### config.mk
export PLATFORM = sky130hd
export DESIGN_NAME = fetch_controller
export DESIGN_NICKNAME = d
export VERILOG_FILES = /design/src/rtl/fetch_controller.sv
export SDC_FILE = /design/constraint.sdc
export NUM_CORES = 1
export LEC_CHECK = 0
export CORE_UTILIZATION = 48
export CTS_CLUSTER_SIZE = 24
export DETAILED_ROUTE_END_ITERATION = 10
export PLACE_DENSITY = 0.82
export SLEW_MARGIN = 20
export SYNTH_ARGS = -nofsm -noshare
export SYNTH_HDL_FRONTEND = slang
export SYNTH_SLANG_ARGS = --single-unit
### constraint.sdc
create_clock -name clk -period 4.3 [get_ports clk]
set_input_delay 0.43 -clock clk [delete_from_list [all_inputs] [get_ports clk]]
set_output_delay 0.43 -clock clk [all_outputs]
set_load 0.02 [all_outputs]
### src/rtl/fetch_controller.sv
// Purpose  : Owns the PC and sequences an asynchronous instruction memory into a one-entry IF/ID register.
// Latency  : the address is held WAIT_CYCLES+1 cycles before the word is captured; the first if_valid appears WAIT_CYCLES+1 edges after reset.
// Backpress: stall holds the IF/ID entry, and fetch waits with pc and cnt frozen; a redirect overrides stall.
//
// Ports:
//   clk, reset          rising-edge clock; asynchronous active-high reset
//   imem_addr           word address to instruction memory (the pc register)
//   imem_data           instruction memory read data
//   stall               hazard unit request to hold the IF/ID register
//   redirect_valid/_pc  taken branch/jump and its target
//   if_instr/if_pc      fetched instruction and its address
//   if_valid            if_instr/if_pc valid; consumed on any edge where stall is low
//   halted              fetch stopped on HALT_WORD; only a redirect or reset clears it
//   instr_count         instructions delivered (16-bit, wraps)
module fetch_controller #(
  parameter int                 ADDR_W      = 16,
  parameter int                 DATA_W      = 32,
  parameter int                 WAIT_CYCLES = 1,
  parameter logic [ADDR_W-1:0]  RESET_PC    = '0,
  parameter logic [DATA_W-1:0]  HALT_WORD   = 32'h1234abcd
) (
  input  logic              clk,
  input  logic              reset,
  output logic [ADDR_W-1:0] imem_addr,
  input  logic [DATA_W-1:0] imem_data,
  input  logic              stall,
  input  logic              redirect_valid,
  input  logic [ADDR_W-1:0] redirect_pc,
  output logic [DATA_W-1:0] if_instr,
  output logic [ADDR_W-1:0] if_pc,
  output logic              if_valid,
  output logic              halted,
  output logic [15:0]       instr_count
);

  localparam logic [3:0] WAIT_CNT = 4'(WAIT_CYCLES);

  typedef enum logic {
    ST_FETCH  = 1'b0,
    ST_HALTED = 1'b1
  } state_t;

  state_t            state_q, state_d;
  logic [3:0]        cnt_q, cnt_d;
  logic [ADDR_W-1:0] pc_q, pc_d;
  logic [DATA_W-1:0] instr_q, instr_d;
  logic [ADDR_W-1:0] if_pc_q, if_pc_d;
  logic              valid_q, valid_d;
  logic [15:0]       count_q, count_d;
  logic              slot_free;

  always_ff @(posedge clk or posedge reset) begin
    if (reset) begin
      state_q <= ST_FETCH;
      cnt_q   <= '0;
      pc_q    <= RESET_PC;
      instr_q <= '0;
      if_pc_q <= '0;
      valid_q <= 1'b0;
      count_q <= '0;
    end else begin
      state_q <= state_d;
      cnt_q   <= cnt_d;
      pc_q    <= pc_d;
      instr_q <= instr_d;
      if_pc_q <= if_pc_d;
      valid_q <= valid_d;
      count_q <= count_d;
    end
  end

  // The slot is busy only when an undelivered entry is being held by stall.
  assign slot_free = !(valid_q && stall);

  always_comb begin
    state_d = state_q;
    cnt_d   = cnt_q;
    pc_d    = pc_q;
    instr_d = instr_q;
    if_pc_d = if_pc_q;
    valid_d = valid_q;
    count_d = count_q;

    // The entry is consumed on any unstalled edge; a capture below refills it.
    if (valid_q && !stall) begin
      valid_d = 1'b0;
    end

    if (redirect_valid) begin
      // Any capture this cycle belongs to the wrong path and is dropped.
      state_d = ST_FETCH;
      pc_d    = redirect_pc;
      cnt_d   = '0;
      valid_d = 1'b0;
    end else begin
      case (state_q)
        ST_FETCH: begin
          if (cnt_q != WAIT_CNT) begin
            cnt_d = cnt_q + 4'd1;
          end else if (slot_free) begin
            if (imem_data != HALT_WORD) begin
              instr_d = imem_data;
              if_pc_d = pc_q;
              valid_d = 1'b1;
              pc_d    = pc_q + ADDR_W'(1);
              cnt_d   = '0;
              count_d = count_q + 16'd1;
            end else begin
              // The unmapped-address word is never delivered; pc stays on it.
              state_d = ST_HALTED;
            end
          end
          // When the slot is busy, pc and cnt hold and the capture is retried.
        end
        ST_HALTED: begin
          // No captures; only a redirect or reset leaves this state.
        end
        default: begin
          state_d = ST_FETCH;
        end
      endcase
    end
  end

  assign imem_addr   = pc_q;
  assign if_instr    = instr_q;
  assign if_pc       = if_pc_q;
  assign if_valid    = valid_q;
  assign halted      = (state_q == ST_HALTED);
  assign instr_count = count_q;

endmodule

# Word-level counts from Yosys, hierarchy flattened

Cells that the tools add are included.

Output and inout bits: 82
Bits in registers: 86
Bits of input ports: 52

Mux-type cells: 21
Equality and inequality tests: 6
Bitwise operators: 4
Reduce and logical (&&, ||, !) cells: 8
Add/subtract/negate cells: 3

Operator list:

| operator              | number |
|---|---|
| $mux 16               | 5 |
| $add 16x1->16 const B | 2 |
| $ne 32x29->1 const B  | 1 |
| $mux 4                | 5 |
| $mux 1                | 11 |
| $ne 2x2->1 const B    | 3 |
| $reduce_and 5->1      | 1 |
| $add 4x1->4 const B   | 1 |
| $ne 4x1->1 const B    | 1 |
| $not 1->1             | 4 |
| $reduce_and 4->1      | 1 |
| $ne 3x2->1 const B    | 1 |
| $reduce_and 3->1      | 1 |
| $reduce_bool 3->1     | 1 |
| $logic_and 1x1->1     | 2 |
| $reduce_bool 2->1     | 1 |
| $logic_not 1->1       | 1 |

# Logic depth before layout (Yosys ltp)

Word-level depth: 8
Mapped depth: 8
Mapped depth without buffers: 7

# Least setup slack after synthesis

No wires, ideal clock.

Kind: input-to-reg
Start point: in imem_data[29]
End point: reg count_q[11] (netlist: instr_count[11])
Required time: 4.166 ns
Arrival time: 2.236 ns
Path buffers: 2
Stages: 7
Path slack: 1.930 ns
Path through: or4b_1 or4_1 buf_4 o211ai_4 buf_6 nor3_1 xor2_1

Longest elaborated chain between the ends: 2

RTL lines:

| element                    | RTL line | RTL |
|---|---|---|
| from (decl)                | 25       | `input logic [DATA_W-1:0] imem_data,` |
| $ne 32x29->1               | 101      | `if (imem_data != HALT_WORD) begin` |
| $reduce_and 5->1 (no line) | -        |  |
| to (signal assigned)       | 68       | `count_q <= count_d;` |
| to (decl)                  | 49       | `logic [15:0] count_q, count_d;` |

No other way between the ends.
A chain may end at the register's enable or synchronous reset.

# Worst setup path in the final report

Start point: in imem_data[29]
End point: reg instr_q[5] (netlist: if_instr[5])

Longest elaborated chain between the ends: 2

RTL lines:

| element                    | RTL line | RTL |
|---|---|---|
| $ne 32x29->1               | 101      |  |
| $reduce_and 5->1 (no line) | -        |  |
| to (signal assigned)       | 65       | `instr_q <= instr_d;` |
| to (decl)                  | 46       | `logic [DATA_W-1:0] instr_q, instr_d;` |

No other way between the ends.

==> metrics.txt <==
synthesized instance count about 440; global route overflow 0; ys async rst share 1.00; Hold Vio Cnt, Final 0; worst reg2reg path startpoint cnt_q[1]$_DFFE_PP0P_; Post-CTS Setup Bufs 0; first-pass GRT wire length roughly 17000 µm; yosys warns 0; cts repair resizes 0; number of antenna violations at the first check in global routing 0; TritonRoute pass-1 iters 5; FILL cells 660; Worst Path Required between 4000 and 5000 ps; largest net degree at the start of global routing 61; Max-Cap Viols 0; Post-DP Area 5400 µm²; crit-path max FO 28; Synth top area share 0.533; min-delay worst type reg -> reg; Setup TNS 0 ps; fin. max-slew vios 0; Syn-to-layout area delta 39.1%; CP startpoint imem_data[29]; CTS root buf clkbuf_8; Setup WS post-layout 1120 ps; share of post-route cells with drive strength above 1 0.0491; HP Start if_instr[22]$_DFFE_PP0P_; Cell variety after synth 43; Layout Nets 621; DR vias 3647; DRT iter0 DRCs 193; H-tree depth 3; area leader, netlist dfrtp_1; CTS tree done; Die Height between 90 and 100 µm; Place WS 813 ps; # IOs 134; Routed Antenna Nets 0; hold_buf cts 0; nature of the critical path endpoint register; final wirelength 10300 µm; LEAKAGE 2.53 nW; CTS clock-pin slew for the worst setup and hold paths about 80 ps; commonest non-fill, non-tap cell in the layout nand2_1; synthesized flop and latch total 86; Initial Util 0.493; CTS max path bufs 2; Syn Nets 492; chip width 93.7 µm; CTS Sinks 86; # DRC 0; hpwl dp 7530 µm; VDD IR-drop max 0.366 mV; Worst Skew approximately 16 ps; main flop type after synthesis dfrtp_1; Achievable Freq 315 MHz; Critical Path AT between 3000 and 4000 ps; Rel. slew slack 0.490; Worst setup SP type input pin; most frequent cells in the layout 171 x nand2_1, 133 x clkdlybuf4s50_1, 86 x dfrtp_1, 17 x nand3_1; Worst-Skew Late Latency 350 ps; Std-Cell Rows 33; sequential share of the synthesized area 0.533; Core ar. 8180 µm²; routability congestion estimate 0.856; Port Buf Inserts between 100 and 150; worst slew pin tran approximately 760 ps; post-DR vias/cell around 5.4; fin util 0.686; Post-Syn Area per Cell between 9 and 10 µm²; critical path class in -> reg; post-synthesis cell area 4030 µm²; final setup violation count 0; synth top area cells dfrtp_1 53%, nand2_1 16%, xor2_1 3.0%, nand3_1 2.1%, xnor2_1 1.7%; Post-synth EDFFs 0; Final Instance Area between 5000 and 6000 µm²; Ant. Diodes 0; die area 8770 µm²; Tcrit/Tclk final 0.739; RSZ-0062 raised after global routing false; GR Util All Layers 0.251; power density over cell area 563 nW/µm²; vias in the first global route between 3k and 4k; WL/cell 15.3 µm; Final min period roughly 3200 ps; status finished, final reports clean; Num CTS Buffers 9
==> path summary, 6_finish.rpt <==
path,cells past startpoint,to,slack [ps]
max in group asynchronous,3,if_instr[5]$_DFFE_PP0P_,2930
worst min register to register,2,if_instr[22]$_DFFE_PP0P_,480
worst max-delay path,7,if_instr[5]$_DFFE_PP0P_,1120
worst min-delay path,2,if_instr[22]$_DFFE_PP0P_,480
worst max register to register,7,imem_addr[12]$_DFFE_PP0P_,1890
min in group asynchronous,2,if_instr[27]$_DFFE_PP0P_,550
==> sequential cells by signal, indices dropped and copies added, names as in the netlist <==
| name | flops |
|---|---|
| instr_count | 16 |
| imem_addr | 16 |
| if_instr | 32 |
| cnt_q | 4 |
| if_pc | 16 |
| if_valid | 1 |
| halted | 1 |
==> synthesized netlist by cell type (6+ instances only) <==
library cell	number
xnor2_1	8
nor3_1	9
nor4_1	8
a21oi_1	9
nand3_1	17
o21ai_0	8
buf_6	6
dfrtp_1	86
nand2_1	171
or4_1	8
xor2_1	14
buf_2	6
clkbuf_1	6
nor2_1	14
==> report_power, final <==
part / switching [mW] / internal (mW)
Sequential: 0.195 / 1.07
Clock: 0.287 / 0.300
Combinational: 0.690 / 0.618
==> area by class of cell <==
type / count / area [µm²] / share of cell area
flip-flops and latches: 86 / 2150 / 0.384
well taps: 105 / 131 / 0.0234
repair buffers: 138 / 1370 / 0.244
multi-input cells: 326 / 1730 / 0.309
clock inverters: 5 / 56.3 / 0.0100
inverters: 4 / 17.5 / 0.00312
clock buffers: 11 / 151 / 0.0270
==> metrics by stage <==
stage	instances	hold WS, ps	total power [mW]
floorplan	436	535	1.90
global placement	659	458	2.55
detailed placement	659	461	2.59
CTS	675	481	3.17
global route	675	502	3.34
finish	675	478	3.16
==> critical path, cell delays in order <==
cell and delay [ps]:
clkdlybuf4s50_1 420, or4b_1 610, or4_1 750, o211ai_4 700
buf_4 380, nand2_1 100, nand2_1 70
==> layer usage <==
metal,up-vias,part of all wire,global-route usage
li1,1739,-,-
met1,1710,0.41,0.329
met2,163,0.48,0.401
met3,35,0.065,0.0461
met4,0,0.040,0.127
met5,-,0,0
==> kinds of logic (layout without fill, tap and decap cells) <==
| group | count (synthesis) | after routing | share of synthesized area |
|---|---|---|---|
| flops | 86 | 86 | 0.533 |
| fa+ha+maj | 4 | 4 | 0.0124 |
| buf+inv | 24 | 158 | 0.0372 |
| simple gates | 258 | 258 | 0.293 |
| compound gates | 41 | 41 | 0.0735 |
| xor+xnor | 22 | 22 | 0.0478 |
| mux | 1 | 1 | 0.00248 |
Power figures use the tool's default switching activity.
